<file path="src/rtl/peak_readout.sv">
// Peak readout: snapshots one hisBuilderFSM's per-pixel peaks and streams them
// out as valid/ready beats with a saturated fine-stage window around each peak.
module peak_readout #(
   parameter int NP       = 10,
   parameter int PIX_NUM  = 3,
   parameter int WIN_HALF = 4,
   parameter int IDX_W    = $clog2(PIX_NUM)
) (
   input  logic             clk,
   input  logic             res,
   input  logic             peakValid,
   input  logic [NP-1:0]    peakResult [PIX_NUM],
   input  logic             outReady,
   input  logic             clrOvr,
   output logic             outValid,
   output logic [IDX_W-1:0] outPixel,
   output logic [NP-1:0]    outPeak,
   output logic [NP-1:0]    outWinLo,
   output logic [NP-1:0]    outWinHi,
   output logic             outEmpty,
   output logic             busy,
   output logic             overrun
);

   typedef enum logic [0:0] {IDLE = 1'b0, SEND = 1'b1} state_t;

   state_t           state;
   state_t           next_state;
   logic [IDX_W-1:0] idx;
   logic [IDX_W-1:0] next_idx;
   logic [NP-1:0]    shadow [PIX_NUM];
   logic             handshake;
   logic             last_beat;
   logic             accept;
   logic             ovr_set;
   logic [NP-1:0]    sel_peak;
   logic             nxt_valid;
   logic [IDX_W-1:0] nxt_pixel;
   logic [NP-1:0]    nxt_peak;
   logic [NP-1:0]    nxt_lo;
   logic [NP-1:0]    nxt_hi;
   logic             nxt_empty;

   function automatic logic [NP-1:0] win_lo(input logic [NP-1:0] peak);
      logic [NP:0] wide;
      wide = {1'b0, peak};
      if (wide >= (NP+1)'(WIN_HALF)) begin
         win_lo = NP'(wide - (NP+1)'(WIN_HALF));
      end else begin
         win_lo = '0;
      end
   endfunction

   function automatic logic [NP-1:0] win_hi(input logic [NP-1:0] peak);
      logic [NP:0] wide;
      wide = {1'b0, peak} + (NP+1)'(WIN_HALF);
      if (wide[NP]) begin
         win_hi = '1;
      end else begin
         win_hi = wide[NP-1:0];
      end
   endfunction

   // A new snapshot is taken when idle, or when the final beat of the current
   // frame is handed off in the same cycle; any other peakValid is an overrun.
   always_comb begin
      handshake = (state == SEND) && outReady;
      last_beat = (idx == IDX_W'(PIX_NUM - 1));
      accept    = peakValid && ((state == IDLE) || (handshake && last_beat));
      ovr_set   = peakValid && (state == SEND) && !(handshake && last_beat);
   end

   // State register.
   always_ff @(posedge clk or negedge res) begin
      if (!res) begin
         state <= IDLE;
      end else begin
         state <= next_state;
      end
   end

   // Next-state and next-index logic.
   always_comb begin
      next_state = state;
      next_idx   = idx;
      case (state)
         IDLE: begin
            if (accept) begin
               next_state = SEND;
            end else begin
               next_state = IDLE;
            end
         end
         SEND: begin
            if (handshake && last_beat && !accept) begin
               next_state = IDLE;
            end else begin
               next_state = SEND;
            end
         end
         default: next_state = IDLE;
      endcase
      if (accept) begin
         next_idx = '0;
      end else if (handshake && !last_beat) begin
         next_idx = idx + IDX_W'(1);
      end else if (handshake) begin
         next_idx = '0;
      end else begin
         next_idx = idx;
      end
   end

   // Output values for the beat that will be presented after the next edge.
   always_comb begin
      if (accept) begin
         sel_peak = peakResult[0];
      end else begin
         sel_peak = shadow[next_idx];
      end
      if (next_state == SEND) begin
         nxt_valid = 1'b1;
         nxt_pixel = next_idx;
         nxt_peak  = sel_peak;
         nxt_lo    = win_lo(sel_peak);
         nxt_hi    = win_hi(sel_peak);
         nxt_empty = (sel_peak == NP'(0));
      end else begin
         nxt_valid = 1'b0;
         nxt_pixel = '0;
         nxt_peak  = '0;
         nxt_lo    = '0;
         nxt_hi    = '0;
         nxt_empty = 1'b0;
      end
   end

   // Index, snapshot and sticky overrun; a new overrun wins over clrOvr.
   always_ff @(posedge clk or negedge res) begin
      if (!res) begin
         idx     <= '0;
         overrun <= 1'b0;
         for (int i = 0; i < PIX_NUM; i++) begin
            shadow[i] <= '0;
         end
      end else begin
         idx <= next_idx;
         if (ovr_set) begin
            overrun <= 1'b1;
         end else if (clrOvr) begin
            overrun <= 1'b0;
         end else begin
            overrun <= overrun;
         end
         if (accept) begin
            for (int i = 0; i < PIX_NUM; i++) begin
               shadow[i] <= peakResult[i];
            end
         end
      end
   end

   // Registered beat outputs.
   always_ff @(posedge clk or negedge res) begin
      if (!res) begin
         outValid <= 1'b0;
         outPixel <= '0;
         outPeak  <= '0;
         outWinLo <= '0;
         outWinHi <= '0;
         outEmpty <= 1'b0;
      end else begin
         outValid <= nxt_valid;
         outPixel <= nxt_pixel;
         outPeak  <= nxt_peak;
         outWinLo <= nxt_lo;
         outWinHi <= nxt_hi;
         outEmpty <= nxt_empty;
      end
   end

   assign busy = (state == SEND);

endmodule
</file>
<file path="config.mk">
export PLATFORM = sky130hd
export DESIGN_NAME = peak_readout
export DESIGN_NICKNAME = d
export VERILOG_FILES = /design/src/rtl/peak_readout.sv
export SDC_FILE = /design/constraint.sdc
export NUM_CORES = 1
export LEC_CHECK = 0
export ABC_AREA = 1
export CAP_MARGIN = 5
export CORE_MARGIN = 2
export CORE_UTILIZATION = 50
export CTS_BUF_LIST = sky130_fd_sc_hd__clkbuf_8
export DETAILED_ROUTE_END_ITERATION = 12
export GPL_TIMING_DRIVEN = 0
export HOLD_SLACK_MARGIN = 0.1
export PLACE_DENSITY = 0.81
export SYNTH_ARGS = -nofsm -noshare
export SYNTH_HDL_FRONTEND = slang
export SYNTH_SLANG_ARGS = --single-unit
</file>
<file path="constraint.sdc">
create_clock -name clk -period 4.8 [get_ports clk]
set_clock_uncertainty 0.2 [all_clocks]
set_input_delay 0.96 -clock clk [delete_from_list [all_inputs] [get_ports clk]]
set_output_delay 0.96 -clock clk [all_outputs]
set_load 0.1 [all_outputs]
</file>
==> metrics.md, run 1 <==
| Metric | Value |
|---|---|
| #FFs+latches synth | 67 |
| Die ar. | a little over 7000 sq um |
| Initial Utilization | 51.59% |
| DR pass1 iterations | 4 |
| CTS Sinks | 67 |
| R2r worst-path depth | 14 |
| Simple logic cell fraction of the synthesized area | a little over a third |
| Layout overhead on the synthesized area | 30.18% |
| Post-Syn Area | around 3300 sq um |
| Setup Total Neg Slack | 0 ns |
| Root Driver | clkbuf_8 |
| Worst Hold Depth | 2 |
| CP Capture Type | output pin |
| I/O pin count | 71 |
| Antenna diodes | 0 |
| Crit path required time | 3.64 ns |
| Fin. max-slew vios | 0 |
| Std-Cell Rows | 29 |
| Via count | 2658 |
| Post-CTS sizing | 0 |
| Largest family of logic cells by synthesized area | simple AND/OR/NAND/NOR gates |
| Total track usage | between 20% and 30% |
| Most common cell after layout, fill and taps aside | nand2_1 |
| Area of the multi-input gates | 1349 sq um |
| Register area share after synthesis | about half |
| # DRC | 0 |
| Num CTS Buffers | 9 |
| Via density | around 5.0 |
| Vias in the first global route | between 2000 and 3000 |
| Input/output buffers | 70 |
| Register area | roughly 1700 sq um |
| Fin. Hold Viols | 0 |
| Clock-pin slew on the worst setup and hold paths | around 0.060 ns |
| Layout cells sized above 1 | a little under a fifth |
| Pre-CTS setup slack | 1.412 ns |
| Post-synthesis mux area share | 0% |
| Finish-stage setup viols | 0 |
| Routed len/inst | roughly 14 um |
| Placed Instances | between 500 and 600 |
| Cells after synthesis | approximately 370 |
| Max-Cap Viols | 0 |
| Initial DRC count | around 100 |
| Outcome | complete, no violations |
| Most frequent cells in the layout | nand2_1, clkdlybuf4s50_1, dfrtp_1, inv_1, nor2_1 |
| Yosys cell types | 33 |
| Final wirelength | 7251 um |
| # Post-CTS Setup Buffers | 0 |
| Max_slew headroom | approximately a third |
| Largest net degree at the start of global routing | 68 |
| Setup CP Type | reg -> out |
| Area of the core | 6350 sq um |
| Compound-cell area share of the yosys netlist | ~4.4% |
| WP buf/inv | 2 |
| Cell area after layout | between 4000 and 5000 sq um |
| Minimum clock period | between 3 and 4 ns |
| Initial antenna violation count | 0 |
| Hold-fix buffers, CTS | 0 |
| Crit path launch type | flop |
| Gpl congestion | between 0.8 and 0.9 |
| Slew at the pin closest to its max-slew limit | slightly below 1 ns |
| First-pass GRT wire length | ~12000 um |
| Final ANT Viol Nets | 0 |
| CTS H-tree lvls | 3 |
| DIE HEIGHT | approximately 85 um |
| Total of warnings raised by yosys | 0 |
| Data arrival, critical path | ~2.2 ns |
| Worst skew pair latency | ~0.35 ns |
| Critical path peak fanout | 7 |
| Critical path depth | 2 |
| Worst path max stage delay | about 1.1 ns |
| Worst setup margin | 1.487 ns |
| Worst path top cell family by delay | buffers and inverters |
| Placed Area | about 4100 sq um |
| Nets | a little under 500 |
| CTS tree | built |
| Syn avg cell area | 8.901 sq um |
| Post-Syn Nets | between 400 and 500 |
| Clock buffer depth | 2 |
| Fillcell total | approximately 520 |
| GRT overflow | 0 |
| Crit path max-delay cell type | clkdlybuf4s50_1 |
| RSZ-0062 raised after global routing | false |
| Hold Path Class | reg -> reg |
| Max Freq | about 300 MHz |
| Adder-cell area share of the yosys netlist | 0.7639% |
| Layout Cells excl Fill | 530 |
| Synth Area in XOR/XNOR | less than 1% |
| Worst-path cell chain | buf_4 > clkdlybuf4s50_1 |
| Period utilization | between 60 and 70% |
| Die W | roughly 85 um |
| Dpl hpwl | 5467 um |
==> path summary, 6_finish.rpt <==
kind / startpoint / endpoint / slack (ns)
max in group asynchronous: res / shadow[14] / 3.37
min in group asynchronous: res / outWinLo[0] / 0.51
worst max register to register: idx[0] / outWinLo[8] / 2.31
worst max-delay path: outValid / outValid / 1.49
worst min-delay path: shadow[4] / shadow[4] / 0.28
worst min register to register: shadow[4] / shadow[4] / 0.28
==> Yosys cell counts (all sizes together) <==
| library cell | count | share of area (%) |
|---|---|---|
| a21oi | 3 | 0.46 |
| a22oi | 1 | 0.23 |
| and2 | 2 | 0.38 |
| buf | 6 | 2.0 |
| clkbuf | 5 | 0.57 |
| dfrtp | 67 | 51 |
| ha | 2 | 0.76 |
| inv | 42 | 5.0 |
| nand2 | 129 | 18 |
| nand3 | 33 | 6.8 |
| nand4 | 7 | 2.0 |
| nor2 | 46 | 8.2 |
| nor2b | 1 | 0.42 |
| o211ai | 3 | 0.69 |
| o21ai | 20 | 3.1 |
| xor2 | 1 | 0.27 |
==> worst reg2reg max path: stages, from the launching register on <==
cell and delay, ns:
dfrtp_1 0.39, inv_1 0.10, ha_1 0.17, inv_1 0.07, nand3_2 0.08, nand2_2 0.11, nand3_2 0.09, buf_2 0.24
nand2_1 0.08, o211ai_1 0.08, nand3_1 0.22, nor2_2 0.22, nand3_2 0.12, nand2_4 0.15, nor2_2 0.06
==> area by class of cell <==
cell class	instances	share of cell area [%]
Clock buffer	11	3.550
Sequential cell	67	39.32
Timing Repair Buffer	70	16.37
Clock inverter	4	0.9977
Multi-Input combinational cell	248	31.63
Buffer	11	1.995
Inverter	42	3.873
Tap cell	77	2.259
==> cells by family (layout without fill, tap and decap cells) <==
logic type | Yosys count | in the layout
compound gates | 27 | 27
xor+xnor | 1 | 1
fa+ha+maj | 2 | 2
buf+inv | 53 | 138
flops | 67 | 67
simple gates | 218 | 218
==> metal layers <==
metal	up-vias	global-route usage (%)	wire length [um]
met2	99	37.57	3703
met4	0	11.69	187
li1	1308	-	-
met5	-	0	0
met1	1231	25.13	2928
met3	20	4.086	431
==> stage by stage <==
stage,util (%),hold slack [ns]
5_1_grt,67.15,0.3093
4_1_cts,67.15,0.2850
3_3_place_gp,64.14,0.2624
3_5_place_dp,64.10,0.2671
2_1_floorplan,-,0.2435
6_report,67.15,0.2837
==> registers in the layout (all words and copies together), names as in the netlist <==
| signal | flops |
|---|---|
| outEmpty | 1 |
| outValid | 1 |
| outPeak | 10 |
| overrun | 1 |
| outWinHi | 10 |
| outWinLo | 10 |
| outPixel | 2 |
| shadow | 30 |
| idx | 2 |
Power of run 1 is not shown: default switching activity piles up to over one toggle a cycle in this logic, so the estimate is an artifact.
==> run 2, diff against run 1 <==
==> constraint.sdc (replaced) <==
create_clock -name clk -period 3.05 [get_ports clk]
set_clock_uncertainty 0.2 [all_clocks]
set_input_delay 0.61 -clock clk [delete_from_list [all_inputs] [get_ports clk]]
set_output_delay 0.61 -clock clk [all_outputs]
set_load 0.1 [all_outputs]
==> results of run 2 <==
The final DEF is identical to that of run 1. Status: complete, no violations.
Among the figures that moved: setup slack after placement 1.412 ns -> 0.01175 ns; clock-pin slew on the worst setup and hold paths 0.06 ns -> 0.07 ns; setup slack after layout 1.487 ns -> 0.08749 ns; hold slack 0.2837 ns -> 0.1597 ns; register-to-register setup slack 2.31 ns -> 0.56 ns
Power of run 2 is left out for the same reason.
==> run 3, diff against run 2 <==
==> constraint.sdc (replaced) <==
create_clock -name clk -period 2.8 [get_ports clk]
set_clock_uncertainty 0.2 [all_clocks]
set_input_delay 0.56 -clock clk [delete_from_list [all_inputs] [get_ports clk]]
set_output_delay 0.56 -clock clk [all_outputs]
set_load 0.1 [all_outputs]
==> metrics.md, run 3 (same netlist as run 1, synthesis figures left out) <==
| Metric | Value |
|---|---|
| Data arrival, critical path | 2.69 ns (was 2.15 ns) |
| Max reg flops | 30 (unchanged) |
| Final Util | 67.15% (unchanged) |
| WP buf/inv | 2 (unchanged) |
| Initial Utilization | 51.59% (unchanged) |
| Layout Cells excl Fill | 530 (unchanged) |
| Final ANT Viol Nets | 0 (unchanged) |
| CTS tree | built (unchanged) |
| Critical path peak fanout | 10 (was 7) |
| Crit path required time | 2.83 ns (was 2.24 ns) |
| CTS H-tree lvls | 3 (unchanged) |
| Worst-path cell chain | clkdlybuf4s50_1 > nand2_1 > nand2_2 > nand2_4 > nand3_2 > buf_2 > nand2_1 > o211ai_1 > nand3_1 > nor2_2 > nand3_2 > nand2_4 > nor2_2 (was buf_4 > clkdlybuf4s50_1) |
| Minimum clock period | 2.661 ns |
| DIE HEIGHT | 84.94 um (unchanged) |
| Fin. max-slew vios | 0 (unchanged) |
| CP Capture Type | flop (was output pin) |
| GRT overflow | 0 (unchanged) |
| Biggest register | shadow (unchanged) |
| Max Freq | 375.8 MHz |
| Worst skew pair latency | 0.34 ns (was 0.35 ns) |
| Final wirelength | 7216 um (was 7251 um) |
| Max-Cap Viols | 0 (unchanged) |
| Finish-stage setup viols | 0 (unchanged) |
| I/O pin count | 71 (unchanged) |
| Input/output buffers | 70 (unchanged) |
| Std-Cell Rows | 29 (unchanged) |
| Antenna diodes | 0 (unchanged) |
| # DRC | 0 (unchanged) |
| Dpl hpwl | 5467 um (unchanged) |
| Placed Instances | 515 (unchanged) |
| Hold Path Class | in -> async (unchanged) |
| Top Layer Used | met4 (unchanged) |
| First-pass GRT wire length | 12140 um (was 12130 um) |
| Routed len/inst | 13.62 um (was 13.68 um) |
| Fin. Hold Viols | 0 (unchanged) |
| Crit path max-delay cell type | clkdlybuf4s50_1 (unchanged) |
| Register area | 1677 sq um (unchanged) |
| Worst path max stage delay | 0.58 ns (was 1.12 ns) |
| Crit path launch type | primary input (was flop) |
| RSZ-0062 raised after global routing | false (unchanged) |
| Gpl congestion | 0.8720 (unchanged) |
| Vias in the first global route | 2683 (was 2677) |
| Slew at the pin closest to its max-slew limit | 0.9695 ns (unchanged) |
| Nets | 486 (unchanged) |
| # Post-CTS Setup Buffers | 0 (unchanged) |
| DR pass1 iterations | 4 (unchanged) |
| Total track usage | 21.62% (was 21.60%) |
| Initial DRC count | 122 (was 104) |
| Root Driver | clkbuf_8 (unchanged) |
| Largest net degree at the start of global routing | 68 (unchanged) |
| Most common cell after layout, fill and taps aside | nand2_1 (unchanged) |
| Via density | 5.038 (was 5.015) |
| Setup CP Type | in -> reg (was reg -> out) |
| Clock-pin slew on the worst setup and hold paths | 0.06 ns (was 0.07 ns) |
| WHS | 0.1144 ns (was 0.1597 ns) |
| Num CTS Buffers | 9 (unchanged) |
| Area of the multi-input gates | 1351 sq um (was 1349 sq um) |
| Most frequent cells in the layout | nand2_1, dfrtp_1, clkdlybuf4s50_1, inv_1, nor2_1 (was nand2_1, clkdlybuf4s50_1, dfrtp_1, inv_1, nor2_1) |
| CTS Sinks | 67 (unchanged) |
| Layout overhead on the synthesized area | 30.18% (unchanged) |
| Die ar. | 7215 sq um (unchanged) |
| Met2 WL | 3655 um (was 3703 um) |
| Met3 WL | 364 um (was 431 um) |
| Outcome | complete, no violations (unchanged) |
| Area of the core | 6350 sq um (unchanged) |
| Fillcell total | 523 (was 522) |
| Clock buffer depth | 2 (unchanged) |
| Layout cells sized above 1 | 18.32% (was 18.10%) |
| Met1 Wirelength | 2931 um (was 2928 um) |
| Max_slew headroom | 35.17% (unchanged) |
| Initial antenna violation count | 0 (unchanged) |
| Die W | 84.94 um (unchanged) |
| Via count | 2670 (was 2658) |
| Period utilization | 95.02% |
| Worst path top cell family by delay | simple AND/OR/NAND/NOR gates (was buffers and inverters) |
run 3: cell count changes in the layout (fill, tap and decap cells not counted):
cell	change
clkdlybuf4s50_1	-2
nor2_2	+1
nor2_1	-1
dlygate4sd2_1	+2
run 3: layer usage:
| layer | vias up | GRT usage [%] |
|---|---|---|
| met1 | 1237 | 25.13 |
| met3 | 25 | 4.086 |
| met4 | 0 | 11.69 |
| met5 | - | 0 |
| li1 | 1307 | - |
| met2 | 101 | 37.64 |
run 3: worst register-to-register path: cells and delay by family, from the launching register on:
kind	cells	cell delay, ns
and+or+nand+nor	9	1.14
buffers and inverters	3	0.41
adders and majority gates	1	0.18
AOI/OAI and AO/OA	1	0.08
DFF	1	0.39
run 3: final timing paths:
kind | startpoint | end | slack (ns) | cells after the start
setup reg to reg | idx[0] | outWinLo[8] | 0.30 | 14
setup / recovery | outReady | outWinLo[8] | 0.14 | 13
hold reg to reg | shadow[8] | shadow[8] | 0.29 | 2
min in group clk | shadow[8] | shadow[8] | 0.29 | 2
max in group asynchronous | res | shadow[14] | 1.77 | 1
hold / removal | res | outWinLo[0] | 0.11 | 1
run 3: area by class of cell:
cell class | instances | area share (%)
inverters | 42 | 3.873
well taps | 77 | 2.259
repair buffers | 70 | 16.31
clock buffers | 11 | 3.550
flip-flops and latches | 67 | 39.32
clock inverters | 4 | 0.9977
multi-input cells | 248 | 31.69
plain buffers | 11 | 1.995
run 3: repair_timing:
action | in CTS | in global routing
resized for setup | 2 | 1
setup endpoints to repair | 2 | 1
hold buffers | 0 | 0
run 3: per-stage QoR:
| step | instance area [sq um] | setup slack [ns] | setup TNS (ns) |
|---|---|---|---|
| finish | 4264 | 0.1393 | 0 |
| global route | 4264 | 0.006141 | 0 |
| CTS | 4262 | 0.1626 | 0 |
| detailed placement | 4070 | -0.1883 | -3.019 |
| global placement | 4073 | -1.093 | -74.84 |
| floorplan | 3276 | 0.08249 | 0 |
Power of run 3 is left out for the same reason.
